==> config.mk <==
export PLATFORM = sky130hd
export DESIGN_NAME = ctrl_iload
export DESIGN_NICKNAME = d
export VERILOG_FILES = /design/src/rtl/ctrl_iload.sv
export SDC_FILE = /design/constraint.sdc
export NUM_CORES = 1
export LEC_CHECK = 0
export CORE_MARGIN = 5
export CORE_UTILIZATION = 38
export DETAILED_ROUTE_END_ITERATION = 7
export GPL_TIMING_DRIVEN = 1
export PLACE_DENSITY = 0.76
export SLEW_MARGIN = 20
export SYNTH_ARGS = -nofsm -noshare
export SYNTH_HDL_FRONTEND = slang
export SYNTH_SLANG_ARGS = --single-unit
==> constraint.sdc <==
create_clock -name clk -period 1.3 [get_ports clk]
set_input_delay 0.195 -clock clk [delete_from_list [all_inputs] [get_ports clk]]
set_output_delay 0.195 -clock clk [all_outputs]
set_load 0.01 [all_outputs]
==> src/rtl/ctrl_iload.sv <==
// ctrl_iload -- program loader for the controller instruction memory.
//
// Accepts decoded instruction fields over a valid/ready stream, packs them into
// one INSTRWIDTH word (the same layout ctrl_ifetch unpacks) and writes them to
// sequential instruction RAM addresses 0..last_addr.
//
// Ports:
//   clk, rst (async, active-low)
//   start, last_addr, abort       : load control (start sampled in IDLE only)
//   in_valid / in_ready           : instruction field stream handshake
//   lstg_f, upse_f, vector_id, result_reg, error_reg,
//   data_uptr, data_lptr, coef_ptr: instruction fields
//   imem_we, imem_addr, imem_wdata: registered instruction RAM write port
//   busy                          : high while in LOAD
//   done                          : one-cycle pulse once the program is written
//   chk_sum                       : XOR of all accepted words (only with
//                                   CTRL_ILOAD_CHKSUM_EN defined)
//
// Optional feature macro: CTRL_ILOAD_CHKSUM_EN
module ctrl_iload #(
  parameter int VIDWIDTH = 5,
  parameter int RFAWIDTH = 5,
  parameter int DAWIDTH  = 12,
  parameter int IAWIDTH  = 6,
  localparam int INSTRWIDTH = 2 + VIDWIDTH + 2*RFAWIDTH + 3*DAWIDTH
) (
  input  logic                  clk,
  input  logic                  rst,
  input  logic                  start,
  input  logic [IAWIDTH-1:0]    last_addr,
  input  logic                  abort,
  input  logic                  in_valid,
  output logic                  in_ready,
  input  logic                  lstg_f,
  input  logic                  upse_f,
  input  logic [VIDWIDTH-1:0]   vector_id,
  input  logic [RFAWIDTH-1:0]   result_reg,
  input  logic [RFAWIDTH-1:0]   error_reg,
  input  logic [DAWIDTH-1:0]    data_uptr,
  input  logic [DAWIDTH-1:0]    data_lptr,
  input  logic [DAWIDTH-1:0]    coef_ptr,
  output logic                  imem_we,
  output logic [IAWIDTH-1:0]    imem_addr,
  output logic [INSTRWIDTH-1:0] imem_wdata,
  output logic                  busy,
`ifdef CTRL_ILOAD_CHKSUM_EN
  output logic [INSTRWIDTH-1:0] chk_sum,
`endif
  output logic                  done
);

  localparam logic [1:0] IDLE = 2'd0;
  localparam logic [1:0] LOAD = 2'd1;
  localparam logic [1:0] DONE = 2'd2;

  logic [1:0]            state_q, state_d;
  logic [IAWIDTH-1:0]    addr_q, addr_d;
  logic [IAWIDTH-1:0]    last_q, last_d;
  logic                  we_q, we_d;
  logic [IAWIDTH-1:0]    waddr_q, waddr_d;
  logic [INSTRWIDTH-1:0] wdata_q, wdata_d;
  logic                  done_q, done_d;
  logic                  accept;
  logic [INSTRWIDTH-1:0] packed_word;

  // lstg_f at MSB, coef_ptr at LSB
  assign packed_word = {lstg_f, upse_f, vector_id, result_reg, error_reg,
                        data_uptr, data_lptr, coef_ptr};

  always_comb begin
    state_d  = state_q;
    addr_d   = addr_q;
    last_d   = last_q;
    we_d     = 1'b0;
    waddr_d  = waddr_q;
    wdata_d  = wdata_q;
    done_d   = 1'b0;
    in_ready = 1'b0;
    accept   = 1'b0;
    case (state_q)
      IDLE: begin
        if (start) begin
          state_d = LOAD;
          addr_d  = '0;
          last_d  = last_addr;
        end
      end
      LOAD: begin
        in_ready = !abort;
        if (abort) begin
          state_d = IDLE;
        end else if (in_valid) begin
          accept  = 1'b1;
          we_d    = 1'b1;
          waddr_d = addr_q;
          wdata_d = packed_word;
          addr_d  = addr_q + IAWIDTH'(1);
          if (addr_q == last_q) state_d = DONE;
        end
      end
      DONE: begin
        // done is registered, so the pulse lands the cycle after the final write
        done_d  = 1'b1;
        state_d = IDLE;
      end
      default: state_d = IDLE;
    endcase
  end

  always_ff @(posedge clk or negedge rst) begin
    if (!rst) begin
      state_q <= IDLE;
      addr_q  <= '0;
      last_q  <= '0;
      we_q    <= 1'b0;
      waddr_q <= '0;
      wdata_q <= '0;
      done_q  <= 1'b0;
    end else begin
      state_q <= state_d;
      addr_q  <= addr_d;
      last_q  <= last_d;
      we_q    <= we_d;
      waddr_q <= waddr_d;
      wdata_q <= wdata_d;
      done_q  <= done_d;
    end
  end

  assign imem_we    = we_q;
  assign imem_addr  = waddr_q;
  assign imem_wdata = wdata_q;
  assign done       = done_q;
  assign busy       = (state_q == LOAD);

`ifdef CTRL_ILOAD_CHKSUM_EN
  logic [INSTRWIDTH-1:0] chk_q, chk_d;

  always_comb begin
    chk_d = chk_q;
    if (state_q == IDLE && start) chk_d = '0;
    if (accept)                   chk_d = chk_q ^ packed_word;
  end

  always_ff @(posedge clk or negedge rst) begin
    if (!rst) chk_q <= '0;
    else      chk_q <= chk_d;
  end

  assign chk_sum = chk_q;
`endif

endmodule
After elaboration in Yosys (flattened, before gate mapping):

Cells that the tools add are included.

* output and inout port bits: 63
* memories: 0
* bits in read-only memories: 0
* memory bits (writable): 0
* register bits after elaboration: 75
* logic and storage cells: 38
* latch bits: 0
* input port bits: 64

* multipliers: 0
* equal/unequal tests: 8
* add/sub/neg operators: 1
* reductions and logical operators: 7
* muxes and demuxes: 14
* bitwise operators: 1
* div/mod/pow operators: 0
* magnitude comparators: 0
* shift-type cells: 0

Operator list (number)
* $mux 6: 3
* $pmux 6 s2: 1
* $mux 2: 4
* $add 6x1->6 const B: 1
* $eq 6x6->1: 1
* $ne 2x2->1 const B: 3
* $reduce_and 3->1: 2
* $mux 1: 5
* $pmux 2 s2: 1
* $reduce_and 4->1: 1
* $ne 3x2->1 const B: 1
* $ne 3x3->1 const B: 1
* $eq 2x1->1 const B: 1
* $eq 2x2->1 const B: 1
* $logic_not 2->1: 1
* $reduce_and 2->1: 1
* $reduce_bool 2->1: 1
* $logic_not 1->1: 1
* $not 1->1: 1

Longest topological paths before layout:

Gate-level depths: netlist (run 1).

* depth in word-level cells: 5
* mapped depth: 6
* depth with buffers taken out: 4

Worst setup path after synthesis (run 1):

No wires, ideal clock.

* path type: register -> register
* start: register state_q[1]
* end: register addr_q[5]
* buffers on the path: 3
* data required time: 1.164 ns
* arrival: 1.304 ns
* cell stages (with the launch flop): 7
* library setup time: 0.136 ns
* slack: -0.140 ns
* clock period less this slack: 1.440 ns
* cell sequence: dfrtp_1 > nand4bb_1 > clkbuf_1 > buf_4 > buf_4 > o31ai_1 > a21oi_1

* cells in the longest elaborated chain, start to end: 3
* elaborated cells between the ends (all ways): 8
* classes of those cells: eq/ne: 4; mux: 1; reduce/logical: 3

Ends and longest elaborated chain
* start, declared: RTL line 56 `logic [1:0] state_q, state_d;`
* start signal, assigned: RTL line 120 `state_q <= state_d;`
* $eq 2x1->1 / $logic_not 2->1 (equally long branches): RTL line 80 `case (state_q)`
* $ne 2x2->1 (no source line) / $reduce_bool 2->1 (equally long branches)
* $reduce_and 4->1 (no source line)
* end signal, assigned: RTL line 121 `addr_q <= addr_d;`
* end, declared: RTL line 57 `logic [IAWIDTH-1:0] addr_q, addr_d;`

Parallel ways exist; a longest one is shown, timed or not.
A chain may end at the register's enable or synchronous reset.

Final worst setup path (run 1):

* start: register state_q[1]
* end: register addr_q[3]

Same word-level chain as after synthesis.

==> results.md, run 1 <==
- Ant diodes: 0
- Worst r2r src: state_q[1]
- H-tree levels: 3
- Worst-case reg-to-reg path depth: 5
- Power Internal: 6.721 mW
- Fraction of layout cells with a size suffix above 1: 26.78%
- Hold Path Class: in -> reg
- Seq/Total Area, Yosys: 63.10%
- Final hold violation count: 0
- Status: finished with violations
- DRC: 0
- Placer Congestion: 0.8074
- P per Cell Area: 1980 nW/µm²
- Initial antenna violation count: 0
- Die Y: 98.47 µm
- CTS Sinks: 75
- Vias in the first global route: 2,398
- Synth Register Bits: 75
- Register-to-register setup slack: -180 ps
- Clock Pin Slew Worst Setup and Hold Paths: 80 ps
- Seq pwr share: 39.7%
- GR Util met2: 23.56%
- Met3 usage: 6.016%
- Area leader, netlist: dfrtp_1
- Critical path type: reg -> reg
- WHS Endpoint: last_q[5]
- Peak Freq: 675.3 MHz
- Delay-heaviest family, CP: simple AND/OR/NAND/NOR gates
- Fillers: 622
- Worst path max stage delay: 380 ps
- Inst Count DP: 447
- Drt pass-1 iters: 4
- Antenna Nets Post-Route: 0
- Ys Warns: 0
- Mapped Nets: 273
- RSZ-0062 raised after global routing: yes
- Clock root cell: clkbuf_8
- Static leakage: 2.262 nW
- Sw frac: 29.76%
- CTS tree: done
- Worst-Skew Late Latency: 340 ps
- Slowest-stage cell, CP: dfrtp_1
- DP HPWL: 5049 µm
- Drt wl/cell: 15.20 µm
- Worst Path Arrival: 1750 ps
- Total gr overflow: 0
- Gate Count Post-Synth: 208
- Combinational power share: 37.5%
- Final Routed Wirelength: 7113 µm
- Setup crit end kind: register
- Crit path launch type: register
- Final Non-Filler Cells: 468
- Net Sw Power: 2.848 mW
- Setup TNS: -9702 ps
- Worst Path Buf+Inv: 2
- Worst slew pin tran: 411.2 ps
- Synthesized area: 2974 µm²
- DR vias/cell: 4.767
- Crit-path most repeated cell: buf_6
- Avg Cell Area, Syn: 14.30 µm²
- Tmin final: 1481 ps
- Core area: 7687 µm²
- Initial Util: 38.69%
- First-pass GRT wire length: 11,640 µm
- Total CTS buffers: 9
- Failing checks: setup timing
- Largest net degree at the start of global routing: 76
- Worst hold path startpoint: last_addr[5]
- Final #Nets: 427
- Critical path peak fanout: 6
- Io pins: 127
- Clk pwr share: 22.8%
- Most Crowded Layer GR: met2
- Synth cell types: 29
- Setup-failing EPs final: 71
- Max-slew headroom: 72.59%
- Clk_skew: 6.348 ps
- Global routing usage on met1: 18.43%
- Hold path cells: 3
- Max Root-Sink Buffers: 2
- IO buf count: 126
- Critical R2R Capture: addr_q[3]
- GRT Resource Usage Total: 14.90%
- Via Count: 2,231
- Commonest non-fill, non-tap cell in the layout: dfrtp_1
- Pwr Total: 9.569 mW
- Max Cap Violations: 0
- Area Growth Syn to Fin: 62.52%
- Fin crit share: 113.9%
- PnR worst setup slack: -180.8 ps
- Final Util: 62.87%
- Die footprint: 9695 µm²
- Commonest cells after routing, fill and taps aside: dfrtp_1, clkdlybuf4s50_1, dlygate4sd2_1, mux2_2, mux2_1
- Num rows: 32
- Largest cells by area after synthesis: dfrtp_1, mux2_2, mux2_1
- Hold slack: 393.3 ps
- Req. time, crit path: 1570 ps
- Area share of the largest cell type after synthesis: 63.10%
- DR iter-0 viols: 42
- CP cell instances: buf_6, nand4bb_4, buf_6, or3_4, a21oi_2
- Max-slew violations: 0
- Worst vdd ir: 1.007 mV
- Die X-Extent: 98.47 µm
power groups by stage:
stage / Clock [mW] / Combinational, mW / Sequential (mW)
2_1_floorplan: 0 / 1.17 / 4.29
3_3_place_gp: 0 / 4.02 / 3.84
3_5_place_dp: 0 / 4.10 / 3.88
4_1_cts: 2.27 / 3.59 / 3.81
5_1_grt: 2.35 / 3.88 / 3.93
6_report: 2.18 / 3.59 / 3.80
metal layers:
metal / share of wire, % / vias up
met5: 0 / -
met4: 1.2 / 0
met3: 9.6 / 9
met2: 49 / 102
met1: 41 / 1086
li1: - / 1034
how the worst max path moves through the flow:
stage / startpoint / end / cells past startpoint / slack, ps
floorplan: state_q[1] / imem_wdata[15] / 5 / -70
CTS: state_q[0] / imem_wdata[40] / 5 / -200
global route: state_q[0] / addr_q[3] / 6 / -260
finish: state_q[1] / addr_q[3] / 5 / -180
global placement: abort / in_ready / 3 / -390
detailed placement: abort / in_ready / 3 / -440
registers in the layout (all words and copies together), names as in the netlist:
| name | flops |
|---|---|
| imem_addr | 6 |
| imem_wdata | 53 |
| last_q | 6 |
| state_q | 2 |
| addr_q | 6 |
| done | 1 |
| imem_we | 1 |
what timing repair did:
| item | CTS | global route |
|---|---|---|
| setup buffers | 4 | 2 |
| endpoints found under the setup margin | 132 | 74 |
| resized for setup | 83 | 14 |
| hold buffers | 1 | 0 |
| pin swaps | 7 | 9 |
| endpoints found under the hold margin | 75 | 0 |
| cloned | 0 | 0 |
layout make-up:
class / count / area [µm²] / share of cell area (%)
sequential: 75 / 1877 / 38.83
timing repair buffer: 153 / 1440 / 29.80
clock inverter: 4 / 97.59 / 2.019
tap: 102 / 127.6 / 2.640
clock buffer: 11 / 151.4 / 3.132
multi-input combinational: 119 / 1125 / 23.27
inverter: 4 / 15.01 / 0.3106
per-stage QoR:
step / area (µm²) / worst slack (ps)
after floorplan: 3008 / -74.21
after global placement: 4511 / -388.0
after detailed placement: 4511 / -439.2
after CTS: 4765 / -199.7
after global routing: 4833 / -256.4
final: 4833 / -180.8
cell families (layout without fill, tap and decap cells):
group                    after synthesis  in the layout  synth area share [%]
adder cells (fa/ha/maj)                1              1                0.4206
flip-flops                            75             75                 63.10
AO/OA/AOI/OAI                         15             15                 3.492
multiplexers                          59             59                 22.34
buffers and inverters                 14            172                 2.398
XOR/XNOR                               6              6                 1.767
AND/OR/NAND/NOR                       38             38                 6.479
worst register-to-register path, delay by kind of cell (launching register included):
family                 cells  cell delay (ps)
AND/OR/NAND/NOR            2              580
flip-flops                 1              380
buffers and inverters      2              310
AO/OA/AOI/OAI              1              130
synth_stat cells (all sizes together):
master	number
nor3b	3
clkbuf	3
buf	7
o2bb2ai	1
inv	4
o311ai	1
a21oi	6
ha	1
nand2b	2
nor3	1
o211ai	3
o31ai	1
nand2	21
nor4	2
o41ai	1
nand4bb	1
nand3	1
o21ai	2
and3	1
or4	1
xor2	6
or3	2
nor2	1
dfrtp	75
or3b	1
mux2	59
nor2b	1
(Power assumes the default switching activity.)
==> inputs of run 2 (changes only) <==
TNS_END_PERCENT = 10   (was unset)
==> run 2 against run 1 <==
  * The run still ends with setup timing left
  * Largest power group unchanged
  * Clock skew is essentially flat
  * Highest routed layer unchanged
  * First-iteration DRC count grew 31%
  * Via count is the same
  * Sequential share of layout area grew 0.19 points
  * Wire length shrank 0.67%
  * Count of clock-buffer cells in the layout grew 2
  * Hold slack lost 8.7 ps
  * Setup slack lost 51 ps
  * Die area is the same
  * Register-to-register slack lost 50 ps
==> results.md, run 2 (synthesis gave the netlist of run 1 again) <==
- Status: finished with violations
- Failing checks: setup timing
- Critical path peak fanout: 7 (+1)
- Worst-case reg-to-reg path depth: 6 (+1)
- DP Area: 4531 µm² (+0.44%)
- Max-slew headroom: 73.72% (+1.1 points)
- First-pass GRT wire length: 11,780 µm (+1.2%)
- PnR worst setup slack: -232.2 ps (-51.36 ps)
- Max FFs per register: 53 (unchanged)
- Total gr overflow: 0 (unchanged)
- Crit path launch type: register
- Setup-failing EPs final: 73 (+2.8%)
- Req. time, crit path: 1520 ps (-50 ps)
- Ant diodes: 0 (unchanged)
- Hold Path Class: in -> reg
- Design area: 4813 µm² (-0.41%)
- Clock root cell: clkbuf_8
- Final hold violation count: 0 (unchanged)
- Final Routed Wirelength: 7065 µm (-0.67%)
- Fin crit share: 117.9% (+4.0 points)
- Drt pass-1 iters: 4 (unchanged)
- Worst r2r src: state_q[1]
- Die Y: 98.47 µm (unchanged)
- CTS tree: done
- Max-slew violations: 0 (unchanged)
- Register-to-register setup slack: -230 ps (-50 ps)
- Total CTS buffers: 9 (unchanged)
- Setup WS pre-CTS: -452.9 ps (-13.74 ps)
- Critical path type: reg -> reg
- Vias in the first global route: 2,347 (-2.1%)
- Setup TNS: -10,490 ps (-784.6 ps)
- RSZ-0062 raised after global routing: yes
- DRC: 0 (unchanged)
- H-tree levels: 3 (unchanged)
- Initial antenna violation count: 0 (unchanged)
- Hold slack: 384.6 ps (-8.708 ps)
- Inst Count DP: 449 (+0.45%)
- Die footprint: 9695 µm² (unchanged)
- Clock Pin Slew Worst Setup and Hold Paths: 80 ps (about the same)
- GRT Resource Usage Total: 15.16% (+0.26 points)
- IO buf count: 126 (unchanged)
- DP HPWL: 5025 µm (-0.49%)
- Via Count: 2,231 (unchanged)
- Antenna Nets Post-Route: 0 (unchanged)
- Core area: 7687 µm² (unchanged)
- Critical R2R Capture: addr_q[5]
- Largest net degree at the start of global routing: 76 (unchanged)
- Drt wl/cell: 15.06 µm (-0.89%)
- Worst vdd ir: 0.8696 mV (-14%)
- Peak Freq: 652.7 MHz (-3.4%)
- CTS Sinks: 75 (unchanged)
- Commonest non-fill, non-tap cell in the layout: dfrtp_1
- Setup crit end kind: register
- Max Cap Violations: 0 (unchanged)
- Die X-Extent: 98.47 µm (unchanged)
- Area Growth Syn to Fin: 61.84%
- Worst hold path startpoint: last_addr[2]
- P per Cell Area: 1919 nW/µm² (-3.1%)
- WHS Endpoint: last_q[2]
- Worst-Skew Late Latency: 340 ps (about the same)
- Worst slew pin tran: 394.2 ps (-17.04 ps)
- Final Non-Filler Cells: 469 (+0.21%)
- DR vias/cell: 4.757 (-0.21%)
- Hold path cells: 3 (unchanged)
- Final #Nets: 427 (unchanged)
- Worst Path Arrival: 1760 ps (about the same)
- Placer Congestion: 0.8187 (+1.4%)
- Tmin final: 1532 ps (+51.36 ps)
- Max Root-Sink Buffers: 2 (unchanged)
- Initial Util: 38.69% (unchanged)
- Commonest cells after routing, fill and taps aside: dfrtp_1, clkdlybuf4s50_1, dlygate4sd2_1, mux2_2, nand2_1
- Fraction of layout cells with a size suffix above 1: 26.98% (+0.20 points)
- Clk_skew: 5.974 ps (-0.3738 ps)
- Num rows: 32 (unchanged)
- DR iter-0 viols: 55 (+31%)
- Final Util: 62.61% (-0.26 points)
- Pwr Total: 9.238 mW (-3.5%)
- Static leakage: 2.275 nW (+0.58%)
- Io pins: 127 (unchanged)
-- run 2: repair_timing --
item                       in CTS  in global routing
pin swaps                       8                  3
setup buffers                   3                  0
gates resized for setup        80                 17
setup endpoints to repair     134                 74
hold buffers                    1                  0
hold endpoints to repair       75                  0
-- run 2: layout make-up --
type                            instances  area [µm²]
Sequential cell                        75        1878
Timing Repair Buffer                  153        1440
Multi-Input combinational cell        119        1139
Tap cell                              102       127.6
Inverter                                4       15.01
Clock buffer                           13       168.9
Fill cell                             629        2874
Clock inverter                          3       45.04
-- run 2: worst max-delay path by stage --
stage                     slack, ps        from  cells past startpoint             end
after global routing           -290  state_q[1]                      6       addr_q[5]
after CTS                      -270  state_q[1]                      5       addr_q[2]
after global placement         -400       abort                      5       addr_q[3]
final                          -230  state_q[1]                      6       addr_q[5]
after detailed placement       -450       abort                      5       addr_q[4]
after floorplan                 -70  state_q[1]                      5  imem_wdata[15]
-- run 2: worst max-delay path: stages (launching register included) --
cell	delay (ps)
dfrtp_2	440
buf_6	120
nand4bb_4	250
buf_6	190
buf_6	120
o31ai_4	230
a21oi_2	70
-- run 2: report_power, final --
| part | internal [mW] | total, mW | switching [mW] | leakage [nW] |
|---|---|---|---|---|
| Sequential | 3.32 | 3.79 | 0.477 | 0.914 |
| Clock | 1.05 | 1.88 | 0.838 | 0.102 |
| Combinational | 2.07 | 3.56 | 1.49 | 1.26 |
-- run 2: routing by layer --
layer	part of all wire, %	vias to the layer above	global-route usage (%)
met1	43	1104	20.34
met2	49	80	23.71
met4	1.4	0	5.042
met5	0	-	0
li1	-	1037	-
met3	6.4	10	4.459
==> inputs of run 3 (changes only) <==
CTS_CLUSTER_DIAMETER = 60   (was unset)
==> results of run 3 <==
Final layout, timing and power as in run 2 (identical DEF).
